[src/rtl/pipe_stage_reg.sv]
// Single pipeline stage register with stall/bubble control and a saturating stall counter.
// Define PIPE_STAGE_REG_SKID_EN to add a one-entry skid buffer that cuts the out_ready -> in_ready path.
module pipe_stage_reg #(
  parameter int               WIDTH     = 32,
  parameter logic [WIDTH-1:0] RESET_VAL = '0,
  parameter int               CNT_W     = 16
) (
  input  logic             clk,
  input  logic             nrst,
  input  logic             stall,
  input  logic             bubble,
  input  logic             in_valid,
  output logic             in_ready,
  input  logic [WIDTH-1:0] in_data,
  output logic             out_valid,
  input  logic             out_ready,
  output logic [WIDTH-1:0] out_data,
  output logic [CNT_W-1:0] stall_cnt
);

  logic             main_valid;
  logic [WIDTH-1:0] main_data;
  logic             in_xfer;
  logic             out_xfer;

  assign out_valid = main_valid & ~stall;
  assign out_data  = main_data;
  assign out_xfer  = out_valid & out_ready;
  assign in_xfer   = in_valid & in_ready;

  // Counter saturates at all-ones instead of wrapping.
  always_ff @(posedge clk or negedge nrst) begin
    if (!nrst)
      stall_cnt <= '0;
    else if (stall && (stall_cnt != {CNT_W{1'b1}}))
      stall_cnt <= stall_cnt + 1'b1;
  end

`ifdef PIPE_STAGE_REG_SKID_EN
  logic             skid_valid;
  logic [WIDTH-1:0] skid_data;
  logic             drain;

  // Main is free at this edge if it is empty or its payload is leaving.
  assign drain    = out_xfer | ~main_valid;
  assign in_ready = ~stall & ~bubble & ~skid_valid;

  always_ff @(posedge clk or negedge nrst) begin
    if (!nrst) begin
      main_valid <= 1'b0;
      main_data  <= RESET_VAL;
      skid_valid <= 1'b0;
      skid_data  <= RESET_VAL;
    end else if (stall) begin
      main_valid <= main_valid;
    end else if (bubble) begin
      main_valid <= 1'b0;
      main_data  <= RESET_VAL;
      skid_valid <= 1'b0;
      skid_data  <= RESET_VAL;
    end else if (skid_valid) begin
      // in_ready is low here, so only the skid -> main move can happen.
      if (drain) begin
        main_valid <= 1'b1;
        main_data  <= skid_data;
        skid_valid <= 1'b0;
      end
    end else if (in_xfer) begin
      if (drain) begin
        main_valid <= 1'b1;
        main_data  <= in_data;
      end else begin
        skid_valid <= 1'b1;
        skid_data  <= in_data;
      end
    end else if (out_xfer) begin
      main_valid <= 1'b0;
    end
  end
`else
  assign in_ready = ~stall & ~bubble & (out_ready | ~main_valid);

  always_ff @(posedge clk or negedge nrst) begin
    if (!nrst) begin
      main_valid <= 1'b0;
      main_data  <= RESET_VAL;
    end else if (stall) begin
      main_valid <= main_valid;
    end else if (bubble) begin
      main_valid <= 1'b0;
      main_data  <= RESET_VAL;
    end else if (in_xfer) begin
      main_valid <= 1'b1;
      main_data  <= in_data;
    end else if (out_xfer) begin
      main_valid <= 1'b0;
    end
  end
`endif

endmodule

[config.mk]
export PLATFORM = sky130hd
export DESIGN_NAME = pipe_stage_reg
export DESIGN_NICKNAME = d
export VERILOG_FILES = /design/src/rtl/pipe_stage_reg.sv
export SDC_FILE = /design/constraint.sdc
export NUM_CORES = 1
export LEC_CHECK = 0
export ABC_AREA = 1
export BUFFER_PORTS_ARGS = -buffer_cell sky130_fd_sc_hd__buf_2
export CAP_MARGIN = 10
export CORE_MARGIN = 2
export CORE_UTILIZATION = 44
export DETAILED_ROUTE_END_ITERATION = 12
export PLACE_DENSITY = 0.76
export SLEW_MARGIN = 30
export SYNTH_ARGS = -nofsm -noshare
export SYNTH_HDL_FRONTEND = slang
export SYNTH_SLANG_ARGS = --single-unit
export TNS_END_PERCENT = 5
[constraint.sdc]
create_clock -name clk -period 1.4 [get_ports clk]
set_input_delay 0.07 -clock clk [delete_from_list [all_inputs] [get_ports clk]]
set_output_delay 0.07 -clock clk [all_outputs]
set_load 0.01 [all_outputs]
==> reports/results.tsv <==
stage	metric	value	unit
drt	routed vias	2415	
worst_setup_path	worst reg-to-reg path cell count	9	
synthesis	Post-Syn Nets	335	
timing	Max Slew Vio Count	0	
floorplan	die width	76.9	um
synthesis	most frequent cell after synthesis	nand2_1	
timing	Fmax achieved	700	MHz
worst_setup_path	CP Class	flop to flop	
timing	Final Hold Fails	0	
layout	Register Area	0.00123	mm^2
run_status	failing checks	negative setup slack	
worst_setup_path	flop2flop setup slack	-0.03	ns
worst_setup_path	crit-path leading delay family	simple AND/OR/NAND/NOR gates	
synthesis	cells taking the most area after synthesis	dfrtp_1 (52%), nand2_1 (20%), nand3_1 (8.3%), inv_1 (3.2%), nor2_1 (2.2%)	
clocking	Clk pin slew, worst setup/hold paths	0.09	ns
synthesis	leading area contributor after synthesis	dfrtp_1	
drt	final wirelength	6570	um
hold_path	HP Class	primary input to flop	
grt	global router's overall resource usage	0.225	
power_and_ir_drop	switching pwr	1.17	mW
worst_setup_path	Worst Setup Start Kind	flop	
drt	ANT nets after route	0	
timing	final setup fails	9	
worst_setup_path	CP bufs+invs	1	
clocking	CTS tree	built	
drt	1st-iter DRT viols	139	
grt	first-pass GRT wire length	10800	um
power_and_ir_drop	Int Pwr	2.58	mW
clocking	maximum buffer depth of the clock tree	2	
worst_setup_path	crit path capture type	flop	
clocking	root buffer cell	clkbuf_8	
clocking	clk_lat worst skew	0.30	ns
floorplan	Initial Util	0.458	
power_and_ir_drop	Pleak	1.96	nW
grt	Overflow after GRT	0	
worst_setup_path	slowest CP cell	dfrtp_1	
placement	I/O Buffers	87	
power_and_ir_drop	sw frac	0.312	
layout	diodes inserted	0	
worst_setup_path	CP arrival	1.63	ns
layout	synthesis-to-finish area growth	50.6	%
layout	final net count	470	
power_and_ir_drop	peak supply drop	644	uV
worst_setup_path	RR Endpoint	stall_cnt[11]	
power_and_ir_drop	sequential share of power	0.464	
worst_setup_path	worst path cell trace	ha_2 -> nand2_2 -> nor2_4 -> nand2_2 -> nor2_4 -> nor2_4 -> clkbuf_16 -> nand2_4 -> o21ai_2	
timing	max_slew headroom	0.787	
placement	RD Place Congestion	0.805	
synthesis	top post-synthesis cells by count	nand2_1 (124), dfrtp_1 (49), nand3_1 (39)	
placement	DP Area	0.00298	mm^2
floorplan	die area	0.00591	mm^2
clocking	# clock sinks	49	
worst_setup_path	CP peak stage delay	0.37	ns
layout	Multi-input gate area	0.00103	mm^2
run_status	status	finished, violations left	
worst_setup_path	Reg2Reg Launch Point	stall_cnt[1]	
drt	WL/cell	13.1	um
drt	vias per inst	4.81	
clocking	H-tree Lvls	2	
grt	vias in the first global route	2447	
synthesis	Ys Warns	0	
timing	Final period util	1.02	
timing	Slew @ Worst Pin	0.320	ns
power_and_ir_drop	Clk network pwr share	0.272	
run	max cap viols	0	
worst_setup_path	CP dominant cell by count	nor2_4	
power_and_ir_drop	total power draw	3.75	mW
synthesis	Post-synth ARST share	1.00	
layout	layout cells sized above 1	0.343	
synthesis	mean post-synth cell area	7.90	um^2
clocking	CTS buffer count	5	
floorplan	die height	76.9	um
power_and_ir_drop	combinational share of power	0.263	
worst_setup_path	CP Launch Point	stall_cnt[1]	
power_and_ir_drop	Power Density	1060	mW/mm^2
placement	HPWL Detailed	4180	um
grt	antenna violations before repair	0	
worst_setup_path	Worst Setup EP	stall_cnt[11]	
synthesis	Mapped Cells	296	
timing	Final WS setup	-0.0288	ns
grt	largest net degree at the start of global routing	50	
floorplan	FP Rows	26	
synthesis	register bit total from synthesis	49	
timing	clk_skew	0.00772	ns
synthesis	Top FF cell, synth	dfrtp_1	
synthesis	mapped cell area	0.00234	mm^2
layout	Finished Cell Area	0.00352	mm^2
drt	First-pass DRT Iterations	4	
floorplan	Core Area	0.00511	mm^2
floorplan	Top Ports	88	
timing	RSZ-0062 raised after global routing	yes	
worst_setup_path	Critical Path Fanout Max	6	
synthesis	sequential share of the synthesized area	0.524	
timing	Total Neg Setup Slack	-0.147	ns
synthesis	post-synth top area share	0.524	
synthesis	number of flops mapped to enable cells by yosys	0	
drt	DRC viols	0	
worst_setup_path	Levels on crit path	9	
timing	crit path time final	1.43	ns
layout	# fillers	401	
worst_setup_path	worst endpoint required time	1.60	ns
hold_path	Worst Hold Launch	in_data[28]	
synthesis	Synth cell types	25	
-- worst reg2reg max path, stage by stage (launching register included) --
cell and delay (ns):
dfrtp_1 0.37, ha_2 0.22, nand2_2 0.08, nor2_4 0.13, nand2_2 0.08, nor2_4 0.12, nor2_4 0.07, clkbuf_16 0.17
nand2_4 0.05, o21ai_2 0.04
-- registers in the layout, summed over array words and instances (netlist names) --
name        flops
out_data       32
main_valid      1
stall_cnt      16
-- routing by layer --
| metal | vias up | share of wire | GRT usage |
|---|---|---|---|
| li1 | 1196 | - | - |
| met3 | 7 | 0.070 | 0.0694 |
| met1 | 1126 | 0.41 | 0.262 |
| met5 | - | 0 | 0 |
| met2 | 86 | 0.52 | 0.397 |
| met4 | 0 | 0.0087 | 0.0691 |
-- power by group through the flow --
stage	Sequential, mW	Combinational [mW]	Clock, mW
after global placement	1.75	0.829	0
final	1.74	0.987	1.02
after floorplan	1.84	0.329	0
after detailed placement	1.75	0.853	0
after CTS	1.73	0.935	1.06
after global routing	1.76	1.09	1.12
-- cell type report --
class                   count  area share
flip-flops and latches     49       0.348
multi-input cells         212       0.292
repair buffers            140       0.277
well taps                  70      0.0249
inverters                  23      0.0245
clock buffers               5      0.0195
clock inverters             3      0.0131
-- repair_timing --
item | in CTS | in global routing
hold buffers | 30 | 1
endpoints found under the setup margin | 11 | 19
endpoints found under the hold margin | 78 | 1
pin swaps | 5 | 6
setup buffers | 2 | 0
cloned | 0 | 1
resized for setup | 3 | 18
-- layout by cell type, fill, tap and decap left out, types with 4 or more instances in the layout --
master	Yosys	layout
dfrtp_1	49	48
o21ai_2	4	4
inv_1	20	20
nor2_2	5	4
nor2_1	14	11
nor2_4	1	5
nand2_1	124	116
dlygate4sd3_1	0	31
clkbuf_8	0	5
buf_2	7	86
buf_4	0	17
nand2_2	5	10
nand3_1	39	39
nand4_1	6	6
-- worst min-delay path by stage --
stage	slack (ns)	endpoint	cells after the start
finish	0.01	out_data[28]	3
global route	0.01	out_data[21]	3
CTS	0.0002	out_data[28]	3
detailed placement	0.08	stall_cnt[7]	2
global placement	0.08	stall_cnt[7]	2
floorplan	-0.23	main_valid	0
-- through the flow --
stage	worst slack (ns)	utilization	std cells	hold slack (ns)
floorplan	-0.0224	-	296	-0.226
global placement	0.0480	0.584	460	0.0777
detailed placement	-0.0467	0.584	460	0.0787
CTS	-0.00215	0.670	500	0.000153
global route	-0.114	0.690	502	0.0119
finish	-0.0288	0.690	502	0.0133
-- cells by family after synthesis --
kind of cell,Yosys count,synth area share
simple gates,198,0.364
flops,49,0.524
buf+inv,35,0.0631
compound gates,9,0.0284
xor+xnor,4,0.0150
fa+ha+maj,1,0.00535
(Power assumes the default switching activity.)
